==> src/rtl/seq_det_pkg.sv <==
// Shared definitions for the serial pattern sequence detector.
//   MODE_OVERLAP / MODE_NONOVERLAP : values of overlap_en
//   fill_state_t                   : detector state, derived from the fill count
//   DEFAULT_N / DEFAULT_CW         : default pattern length and match-counter width
package seq_det_pkg;

  localparam logic MODE_OVERLAP    = 1'b1;
  localparam logic MODE_NONOVERLAP = 1'b0;

  localparam int DEFAULT_N  = 4;
  localparam int DEFAULT_CW = 8;

  typedef enum logic [1:0] {
    FS_EMPTY   = 2'd0,
    FS_PARTIAL = 2'd1,
    FS_ARMED   = 2'd2,
    FS_MATCH   = 2'd3
  } fill_state_t;

endpackage

==> src/rtl/sat_counter.sv <==
// Saturating up-counter.
//   clk   : clock
//   rst   : synchronous active-high reset, clears count
//   clr   : clears count; wins over inc
//   inc   : add one unless already at all-ones
//   count : current count value
module sat_counter #(
  parameter int CW = 8
) (
  input  logic          clk,
  input  logic          rst,
  input  logic          clr,
  input  logic          inc,
  output logic [CW-1:0] count
);

  always_ff @(posedge clk) begin
    if (rst || clr) begin
      count <= '0;
    end else if (inc && (count != {CW{1'b1}})) begin
      count <= count + CW'(1);
    end
  end

endmodule

==> src/rtl/pattern_sequence_detector.sv <==
// Serial pattern detector with selectable overlapping / non-overlapping
// detection, runtime-loadable pattern and a saturating match counter.
//   clk, rst       : clock, synchronous active-high reset
//   din, din_valid : serial data bit, accepted only when din_valid is high
//   overlap_en     : 1 = overlapping detection, 0 = non-overlapping
//   cfg_load       : one-cycle pulse loading cfg_pattern (MSB = earliest bit)
//   cnt_clr        : clears match_count
//   dout           : registered one-cycle match pulse
//   match_count    : saturating number of matches
//   active_pattern : pattern currently being searched for
//
// state      | meaning
// FS_EMPTY   | fill = 0, no usable history
// FS_PARTIAL | 0 < fill < N-1, collecting bits
// FS_ARMED   | fill >= N-1, the next accepted bit can complete a match
// FS_MATCH   | current accepted bit completes the pattern
module pattern_sequence_detector
  import seq_det_pkg::*;
#(
  parameter int             N       = DEFAULT_N,
  parameter logic [N-1:0]   PATTERN = 4'b1011,
  parameter int             CW      = DEFAULT_CW
) (
  input  logic          clk,
  input  logic          rst,
  input  logic          din,
  input  logic          din_valid,
  input  logic          overlap_en,
  input  logic          cfg_load,
  input  logic [N-1:0]  cfg_pattern,
  input  logic          cnt_clr,
  output logic          dout,
  output logic [CW-1:0] match_count,
  output logic [N-1:0]  active_pattern
);

  localparam int             FW        = $clog2(N + 1);
  localparam logic [FW-1:0]  FILL_FULL = FW'(N);
  localparam logic [FW-1:0]  FILL_ARM  = FW'(N - 1);

  // Only the newest N-1 bits can contribute to a match together with the
  // incoming bit, so the oldest history bit is not stored.
  logic [N-2:0]  hist, hist_nxt;
  logic [FW-1:0] fill, fill_nxt;
  logic          dout_nxt;
  logic [N-1:0]  shifted;
  logic          match_now;
  logic          match_inc;
  fill_state_t   state;

  always_ff @(posedge clk) begin
    if (rst) begin
      hist           <= '0;
      fill           <= '0;
      dout           <= 1'b0;
      active_pattern <= PATTERN;
    end else begin
      hist <= hist_nxt;
      fill <= fill_nxt;
      dout <= dout_nxt;
      if (cfg_load) begin
        active_pattern <= cfg_pattern;
      end
    end
  end

  always_comb begin
    hist_nxt  = hist;
    fill_nxt  = fill;
    dout_nxt  = 1'b0;
    shifted   = {hist, din};
    match_now = din_valid && (fill >= FILL_ARM) && (shifted == active_pattern);

    if (match_now) begin
      state = FS_MATCH;
    end else if (fill == '0) begin
      state = FS_EMPTY;
    end else if (fill < FILL_ARM) begin
      state = FS_PARTIAL;
    end else begin
      state = FS_ARMED;
    end

    // A pattern load discards the incoming bit and restarts collection.
    if (cfg_load) begin
      hist_nxt = '0;
      fill_nxt = '0;
    end else if (din_valid) begin
      hist_nxt = shifted[N-2:0];
      dout_nxt = match_now;
      case (state)
        FS_MATCH:   fill_nxt = (overlap_en == MODE_OVERLAP) ? FILL_FULL : '0;
        FS_ARMED:   fill_nxt = FILL_FULL;
        default:    fill_nxt = fill + FW'(1);
      endcase
    end
  end

  // A discarded bit (cfg_load cycle) is not counted as a match.
  assign match_inc = match_now && !cfg_load;

  sat_counter #(.CW(CW)) u_match_cnt (
    .clk   (clk),
    .rst   (rst),
    .clr   (cnt_clr),
    .inc   (match_inc),
    .count (match_count)
  );

endmodule

==> config.mk <==
export PLATFORM = sky130hd
export DESIGN_NAME = pattern_sequence_detector
export DESIGN_NICKNAME = d
export VERILOG_FILES = /design/src/rtl/seq_det_pkg.sv /design/src/rtl/sat_counter.sv /design/src/rtl/pattern_sequence_detector.sv
export SDC_FILE = /design/constraint.sdc
export NUM_CORES = 1
export LEC_CHECK = 0
export ABC_AREA = 1
export CAP_MARGIN = 20
export CORE_MARGIN = 2
export CORE_UTILIZATION = 30
export DETAILED_ROUTE_END_ITERATION = 7
export SKIP_CTS_REPAIR_TIMING = 1
export SKIP_LAST_GASP = 1
export SLEW_MARGIN = 20
export SYNTH_ARGS = -nofsm -noshare
export SYNTH_HDL_FRONTEND = slang
export SYNTH_SLANG_ARGS = --single-unit
==> constraint.sdc <==
create_clock -name clk -period 2.05 [get_ports clk]
set_clock_uncertainty 0.2 [all_clocks]
set_input_delay 0.5125 -clock clk [delete_from_list [all_inputs] [get_ports clk]]
set_output_delay 0.5125 -clock clk [all_outputs]
set_load 0.01 [all_outputs]
==> key figures, run 1 <==
Status
  • Status: finished, final reports clean

Global route
  • Largest net degree at the start of global routing: 14
  • GRT Overall Usage: about an eighth
  • Total congestion overflow: 0
  • Initial antenna violation count: 0
  • Vias in the first global route: 992
  • First-pass GRT wire length: 4090 um

Final layout
  • Layout area overhead: 35.5%
  • Post-route cell area: 1410 um2
  • Commonest non-fill, non-tap cell in the layout: nand2_1
  • Most frequent cells in the layout: nand2_1 (37), inv_1 (23), clkdlybuf4s50_1 (23)
  • Fill count: approximately 360
  • FF+latch area: between 300 and 400 um2
  • Multi-input logic area: ~560 um2
  • Layout net count: 197
  • Antenna cells: 0
  • Final cell utilization of the core: a little over two fifths
  • Layout cells sized above 1: between 10% and 20%

Critical path
  • WP data arrival: 1280 ps
  • R2r setup slk: 210 ps
  • Family with the most delay on the worst path: buffers and inverters
  • Slowest CP cell: clkdlybuf4s50_1
  • CP required: 1340 ps
  • Critical path endpoint category: primary output
  • CP max FO: 4
  • CP max stage delay: ~570 ps
  • WS Path Type: reg2out
  • CP Launch Type: flop
  • RR Startpoint: fill[1]
  • RR Endpoint: u_match_cnt.count[0]
  • R2R depth: 10
  • CP bufs+invs: 1
  • CP cell instances: clkdlybuf4s50_1

Flow run
  • Number of max-cap violations: 0

Clock tree
  • Clock slew at reported path FFs: around 120 ps
  • Max clock buf depth: 2
  • Clock latency on the worst-skew pair: 310 ps
  • CTS Buf Count: 3
  • Clock Tree Root: clkbuf_4
  • Clock sink total: 19
  • CTS tree: done
  • H-tree Lvls: 1

Route
  • Vias/cell: about 4.7
  • Initial DRT Pass Iterations: 4
  • DRC: 0
  • Drt total wl: 2410 um
  • Drt initial violations: 32
  • ANT nets after route: 0
  • Routed length per instance: 10.6 um
  • Via count: around 1100

STA
  • Fmax: roughly 0.50 GHz
  • Final Hold Slack: between 200 and 300 ps
  • Fin crit period: just under 2000 ps
  • Headroom to the max-slew limit: ~70%
  • Fin. Hold Viols: 0
  • Final setup viols: 0
  • Setup TNS: 0 ps
  • Least-Margin Pin Slew: 446 ps
  • RSZ-0062 raised after global routing: false
  • Setup WS post-layout: between 60 and 70 ps
  • Period utilization: a little over nine tenths
  • Slew Limit Fails: 0

Hold path
  • Hold Crit Class: reg2reg
  • Hold Path Origin: hist[1]
  • Worst hold stages: 2
  • Worst hold path endpoint: hist[1]

Place
  • Final GP Congestion: 0.894
  • Area post-placement: about 1400 um2
  • DP Worst Slack: -174 ps
  • Detail Placement HPWL: about 1900 um
  • Port bufs: 23

Logic synthesis
  • Area leader, netlist: dfxtp_1
  • Synth unique cells: 20
  • Asr flop ratio synth: 0%
  • EDFF count, synth: 0
  • Top FF cell, synth: dfxtp_1
  • Post-Synthesis Cell Area: 1040 um2
  • Synth area leaders: dfxtp_1 (36%), nand2_1 (13%), inv_1 (8.3%)
  • Register area share after synthesis: between 30% and 40%
  • Syn nets: about 160
  • #FFs+latches synth: 19
  • Cells after Synth: about 150
  • Avg Inst Size Synth: between 7 and 8 um2
  • Yosys Warn Count: 0
  • Post-synth top area share: a little over a third

Die
  • Core box area: around 3300 um2
  • Boundary Pins: 24
  • Chip height: between 60 and 70 um
  • Die ar.: approximately 4000 um2
  • Die X: around 63 um
  • # rows: 21
  • Initial Util: about 31%

Pwr
  • LEAKAGE: approximately 0.00060 uW
  • Worst vdd ir: 337 uV
  • PD cells: 484 nW/um2
how the worst max path moves through the flow:
stage | startpoint | to | cells past startpoint
after floorplan | fill[0] | fill[2] | 10
after global placement | din | u_match_cnt.count[0] | 11
after detailed placement | din | u_match_cnt.count[0] | 11
after CTS | u_match_cnt.count[2] | match_count[2] | 1
after global routing | u_match_cnt.count[2] | match_count[2] | 1
final | u_match_cnt.count[4] | match_count[4] | 1
cell families after synthesis:
family / count (synthesis) / synth area share, %
AND/OR/NAND/NOR: 71 / 33.5
buffers and inverters: 26 / 9.36
flip-flops: 19 / 36.5
AO/OA/AOI/OAI: 25 / 13.3
XOR/XNOR: 3 / 2.52
adder cells (fa/ha/maj): 4 / 4.80
per-layer routing:
| layer | vias to the layer above | GRT usage [%] | share of wire [%] |
|---|---|---|---|
| li1 | 548 | - | - |
| met1 | 490 | 15.0 | 45 |
| met2 | 24 | 21.9 | 49 |
| met3 | 4 | 4.50 | 5.0 |
| met4 | 0 | 4.17 | 0.79 |
| met5 | - | 0 | 0 |
report_power, final:
part / leakage, uW / total, uW / switching [uW] / internal, uW
clock: 0.0000177 / 198 / 125 / 72.8
sequential: 0.000157 / 387 / 8.06 / 379
combinational: 0.000430 / 98.3 / 49.1 / 49.3
total: 0.000605 / 683 / 182 / 501
per-stage QoR:
| step | power (uW) | cells |
|---|---|---|
| after floorplan | 440 | 148 |
| after global placement | 493 | 223 |
| after detailed placement | 494 | 223 |
| after CTS | 693 | 227 |
| after global routing | 720 | 227 |
| final | 683 | 227 |
layout make-up:
class / instances / area share, %
multi-input combinational: 103 / 39.9
sequential: 19 / 27.4
timing repair buffer: 30 / 20.0
inverter: 25 / 6.64
tap: 46 / 4.07
clock buffer: 3 / 1.59
clock inverter: 1 / 0.354
synth_stat cells, types with 2 or more instances:
cell type and instances:
nand2_1 37, inv_1 23, dfxtp_1 19, nor2_1 16, a21oi_1 14, o21ai_0 8, nand4_1 7, nand3_1 5
ha_1 4, xor2_1 3, inv_2 2, nand3_4 2
worst register-to-register path, cell delays in order, from the launching register on:
cell,delay (ps)
dfxtp_1,400
ha_1,170
ha_1,130
inv_1,40
nand3_1,120
nand3_4,130
nor2_8,210
nand3_4,130
nand2_1,90
nand2_1,50
nor2_1,110
registers in the layout (all words and copies together), names as in the netlist:
name	flops
dout	1
u_match_cnt.count	8
fill	3
active_pattern	4
hist	3
No activity file was read; power rests on OpenSTA's default activity.
==> run 2: changes to the inputs <==
==> constraint.sdc (replaced) <==
create_clock -name clk -period 2.05 [get_ports clk]
set_clock_uncertainty 0.2 [all_clocks]
set_input_delay 0.3075 -clock clk [delete_from_list [all_inputs] [get_ports clk]]
set_output_delay 0.3075 -clock clk [all_outputs]
set_load 0.01 [all_outputs]
==> key figures, run 2 (synthesis gave the netlist of run 1 again) <==
Route
  • Vias/cell: 4.53
  • Drt total wl: approximately 2400 um
  • Drt initial violations: 32
  • Routed length per instance: between 10 and 15 um
  • Max Used Layer: met4
  • ANT nets after route: 0
  • Met2 routed WL: 1170 um
  • Met1 WL: 1070 um
  • DRC: 0
  • Via count: between 1000 and 1500
  • Initial DRT Pass Iterations: 4
  • Wire length on met3: roughly 150 um

Critical path
  • WP data arrival: 1330 ps
  • Critical path endpoint category: primary output
  • Slowest CP cell: clkdlybuf4s50_1
  • CP max stage delay: about 580 ps
  • CP Launch Type: flop
  • Family with the most delay on the worst path: buffers and inverters
  • CP max FO: 6
  • WS Path Type: reg2out
  • CP cell instances: clkdlybuf4s50_1
  • CP required: 1540 ps
  • CP bufs+invs: 1

Place
  • Final GP Congestion: ~0.89
  • Detail Placement HPWL: around 1900 um
  • Area post-placement: 1330 um2
  • Dpl cells: approximately 220
  • Port bufs: 23

Pwr
  • Worst vdd ir: ~200 uV
  • LEAKAGE: between 0.0005 and 0.0006 uW
  • PD cells: 492 nW/um2

STA
  • Fin. Hold Viols: 0
  • Least-Margin Pin Slew: between 400 and 500 ps
  • Period utilization: between 80 and 90%
  • Slew Limit Fails: 0
  • Fin crit period: around 1800 ps
  • RSZ-0062 raised after global routing: false
  • Setup TNS: 0 ps
  • Fmax: around 0.54 GHz
  • Headroom to the max-slew limit: 72.1%
  • Final setup viols: 0

Hold path
  • Hold Crit Class: reg2reg

Final layout
  • Biggest regs: u_match_cnt.count x8, active_pattern x4
  • Layout net count: roughly 190
  • Non-Filler Instances: approximately 220
  • Register ranked first by flip-flop count: u_match_cnt.count
  • Commonest non-fill, non-tap cell in the layout: nand2_1
  • Layout cells sized above 1: approximately 6.3%
  • Max reg flops: 8
  • Layout area overhead: 30.5%
  • Antenna cells: 0
  • Most frequent cells in the layout: nand2_1 (37), inv_1 (23), clkdlybuf4s50_1 (23)
  • Post-route cell area: roughly 1400 um2
  • Fill count: between 300 and 400

Global route
  • Initial antenna violation count: 0
  • Total congestion overflow: 0
  • Vias in the first global route: 998
  • First-pass GRT wire length: between 4000 and 5000 um
  • Largest net degree at the start of global routing: 14
  • GRT Overall Usage: 12.6%

Clock tree
  • Max clock buf depth: 2
  • CTS Buf Count: 3
  • CTS tree: done
  • Clock slew at reported path FFs: 110 ps
  • Clock Tree Root: clkbuf_4
  • H-tree Lvls: 1
  • Clock latency on the worst-skew pair: 290 ps
  • Clock sink total: 19

Die
  • Chip height: around 63 um
  • Initial Util: 31.2%
  • Die X: between 60 and 70 um
  • Die ar.: between 3000 and 4000 um2
  • Core box area: about 3300 um2
  • Boundary Pins: 24
  • # rows: 21

Flow run
  • Number of max-cap violations: 0

Status
  • Status: finished, final reports clean
-- run 2: cell count changes in the layout (fill, tap and decap cells not counted) --
cell and change:
dfxtp_1 +5, dfxtp_2 -5, buf_4 -6, clkbuf_1 +1
clkinv_2 -1
-- run 2: path summary, 6_finish.rpt --
check / start / endpoint / slack, ps / cells after the start
max reg2reg: fill[1] / u_match_cnt.count[0] / 230 / 10
min: hist[1] / hist[2] / 290 / 2
max: u_match_cnt.count[2] / match_count[2] / 210 / 1
min reg2reg: hist[1] / hist[2] / 290 / 2
-- run 2: per-layer routing --
layer / global-route usage (%) / vias up
li1: - / 529
met1: 14.5 / 448
met5: 0 / -
met4: 3.89 / 0
met3: 3.60 / 2
met2: 22.3 / 22
-- run 2: through the flow --
| stage | util, % | hold slack (ps) | worst slack, ps | power (uW) |
|---|---|---|---|---|
| 6_report | 40.8 | 285 | 210 | 669 |
| 5_1_grt | 40.8 | 310 | 65.2 | 701 |
| 4_1_cts | 40.8 | 290 | 196 | 674 |
| 3_5_place_dp | 40.0 | 274 | 17.3 | 486 |
| 3_3_place_gp | 40.0 | 268 | 58.7 | 485 |
| 2_1_floorplan | - | 186 | 431 | 440 |
-- run 2: report_power, final --
group	internal (uW)	leakage, uW	switching (uW)
clock network	75.6	0.0000150	117
logic	42.5	0.000403	47.0
registers	379	0.000155	8.52
-- run 2: final cells by class --
class	instances	area (um2)	area share, %
clock buffer	4	26.3	1.93
timing repair buffer	24	238	17.5
inverter	25	93.8	6.90
tap	46	57.6	4.23
sequential	19	380	28.0
multi-input combinational	103	564	41.5
==> run 3: changes to the inputs <==
--- a/config.mk
+++ b/config.mk
@@ -7,7 +7,7 @@
 export LEC_CHECK = 0
 export ABC_AREA = 1
 export CAP_MARGIN = 20
-export CORE_MARGIN = 2
+export CORE_MARGIN = 1.5
 export CORE_UTILIZATION = 30
 export DETAILED_ROUTE_END_ITERATION = 7
 export SKIP_CTS_REPAIR_TIMING = 1
==> key figures, run 3 (synthesis gave the netlist of run 1 again) <==
Final layout
  • Fill count: around 370
  • Antenna cells: 0
  • Most frequent cells in the layout: nand2_1 (37), inv_1 (23), clkdlybuf4s50_1 (23)
  • Layout area overhead: 32.1%
  • Max reg flops: 8
  • Commonest non-fill, non-tap cell in the layout: nand2_1
  • Layout net count: just under 200
  • Register ranked first by flip-flop count: u_match_cnt.count
  • Layout cells sized above 1: between 7 and 8%
  • Biggest regs: u_match_cnt.count x8, active_pattern x4

STA
  • Slew Limit Fails: 0
  • RSZ-0062 raised after global routing: false
  • Fin. Hold Viols: 0
  • Final setup viols: 0
  • Fin crit period: ~1800 ps
  • Final Hold Slack: 286 ps
  • Setup TNS: 0 ps
  • Period utilization: about 90%
  • Fmax: 0.541 GHz
  • Headroom to the max-slew limit: approximately 72%
  • Least-Margin Pin Slew: 413 ps

Place
  • Detail Placement HPWL: 1970 um
  • Port bufs: 23
  • Final GP Congestion: ~0.88

Pwr
  • LEAKAGE: ~0.00058 uW
  • Worst vdd ir: around 220 uV
  • PD cells: between 400 and 500 nW/um2
  • Tot Pwr: around 670 uW

Critical path
  • Slowest CP cell: clkdlybuf4s50_1
  • CP max stage delay: a little under 600 ps
  • WP data arrival: 1340 ps
  • Family with the most delay on the worst path: buffers and inverters
  • CP max FO: 4
  • CP required: around 1500 ps
  • WS Path Type: reg2out
  • CP bufs+invs: 1
  • Critical path endpoint category: primary output
  • R2r setup slk: 270 ps
  • CP cell instances: clkdlybuf4s50_1
  • CP Launch Type: flop

Route
  • Vias/cell: between 4 and 5
  • Drt total wl: 2460 um
  • Routed length per instance: between 10 and 15 um
  • ANT nets after route: 0
  • Via count: 1017
  • Drt initial violations: 53
  • Initial DRT Pass Iterations: 4
  • DRC: 0

Die
  • Core box area: around 3300 um2
  • Die ar.: roughly 3800 um2
  • # rows: 21
  • Die X: around 62 um
  • Boundary Pins: 24
  • Initial Util: 31.2%
  • Chip height: about 62 um

Flow run
  • Number of max-cap violations: 0

Global route
  • Vias in the first global route: slightly below 1000
  • Largest net degree at the start of global routing: 14
  • First-pass GRT wire length: between 4000 and 5000 um
  • GRT Overall Usage: 14.6%
  • Total congestion overflow: 0
  • Initial antenna violation count: 0

Clock tree
  • CTS Buf Count: 3
  • CTS tree: done
  • Clock sink total: 19
  • Max clock buf depth: 2
  • H-tree Lvls: 1
  • Clock latency on the worst-skew pair: approximately 300 ps
  • Clock Tree Root: clkbuf_4
  • Clock slew at reported path FFs: 120 ps

Status
  • Status: finished, final reports clean

Hold path
  • Hold Crit Class: reg2reg
==> run 3: cell count changes in the layout (fill, tap and decap cells not counted) <==
cell and delta:
buf_4 +2, clkinv_2 +1, clkbuf_1 -1
==> run 3: where the power goes <==
group | switching [uW] | leakage, uW | total [uW] | internal, uW
combinational | 48.0 | 0.000412 | 93.0 | 45.0
sequential | 8.49 | 0.000155 | 387 | 379
clock | 116 | 0.0000177 | 188 | 72.5
==> run 3: final timing paths <==
check,cells past startpoint,startpoint,end
worst min register to register,2,hist[1],hist[2]
worst min-delay path,2,hist[1],hist[2]
worst max register to register,9,fill[1],u_match_cnt.count[5]
worst max-delay path,1,active_pattern[3],active_pattern[3]
==> run 3: per-layer routing <==
layer	GRT usage [%]	vias to the layer above	routed length (um)
li1	-	537	-
met1	17.8	452	1150
met2	25.0	24	1170
met3	2.48	4	105
met4	6.69	0	29
met5	0	-	0
==> run 3: metrics by stage <==
step                std cells  utilization [%]  area [um2]  setup slack (ps)
global placement          219             40.4        1350              56.5
CTS                       223             41.2        1380               191
floorplan                 148                -        1040               431
finish                    223             41.2        1380               203
detailed placement        219             40.4        1350              42.9
global route              223             41.2        1380               123
==> run 3: layout make-up <==
class,count,area (um2),share of cell area [%]
multi-input cells,103,564,41.0
clock buffers,3,22.5,1.64
well taps,46,57.6,4.18
clock inverters,1,5.00,0.364
inverters,25,93.8,6.82
flip-flops and latches,19,380,27.6
repair buffers,26,253,18.4
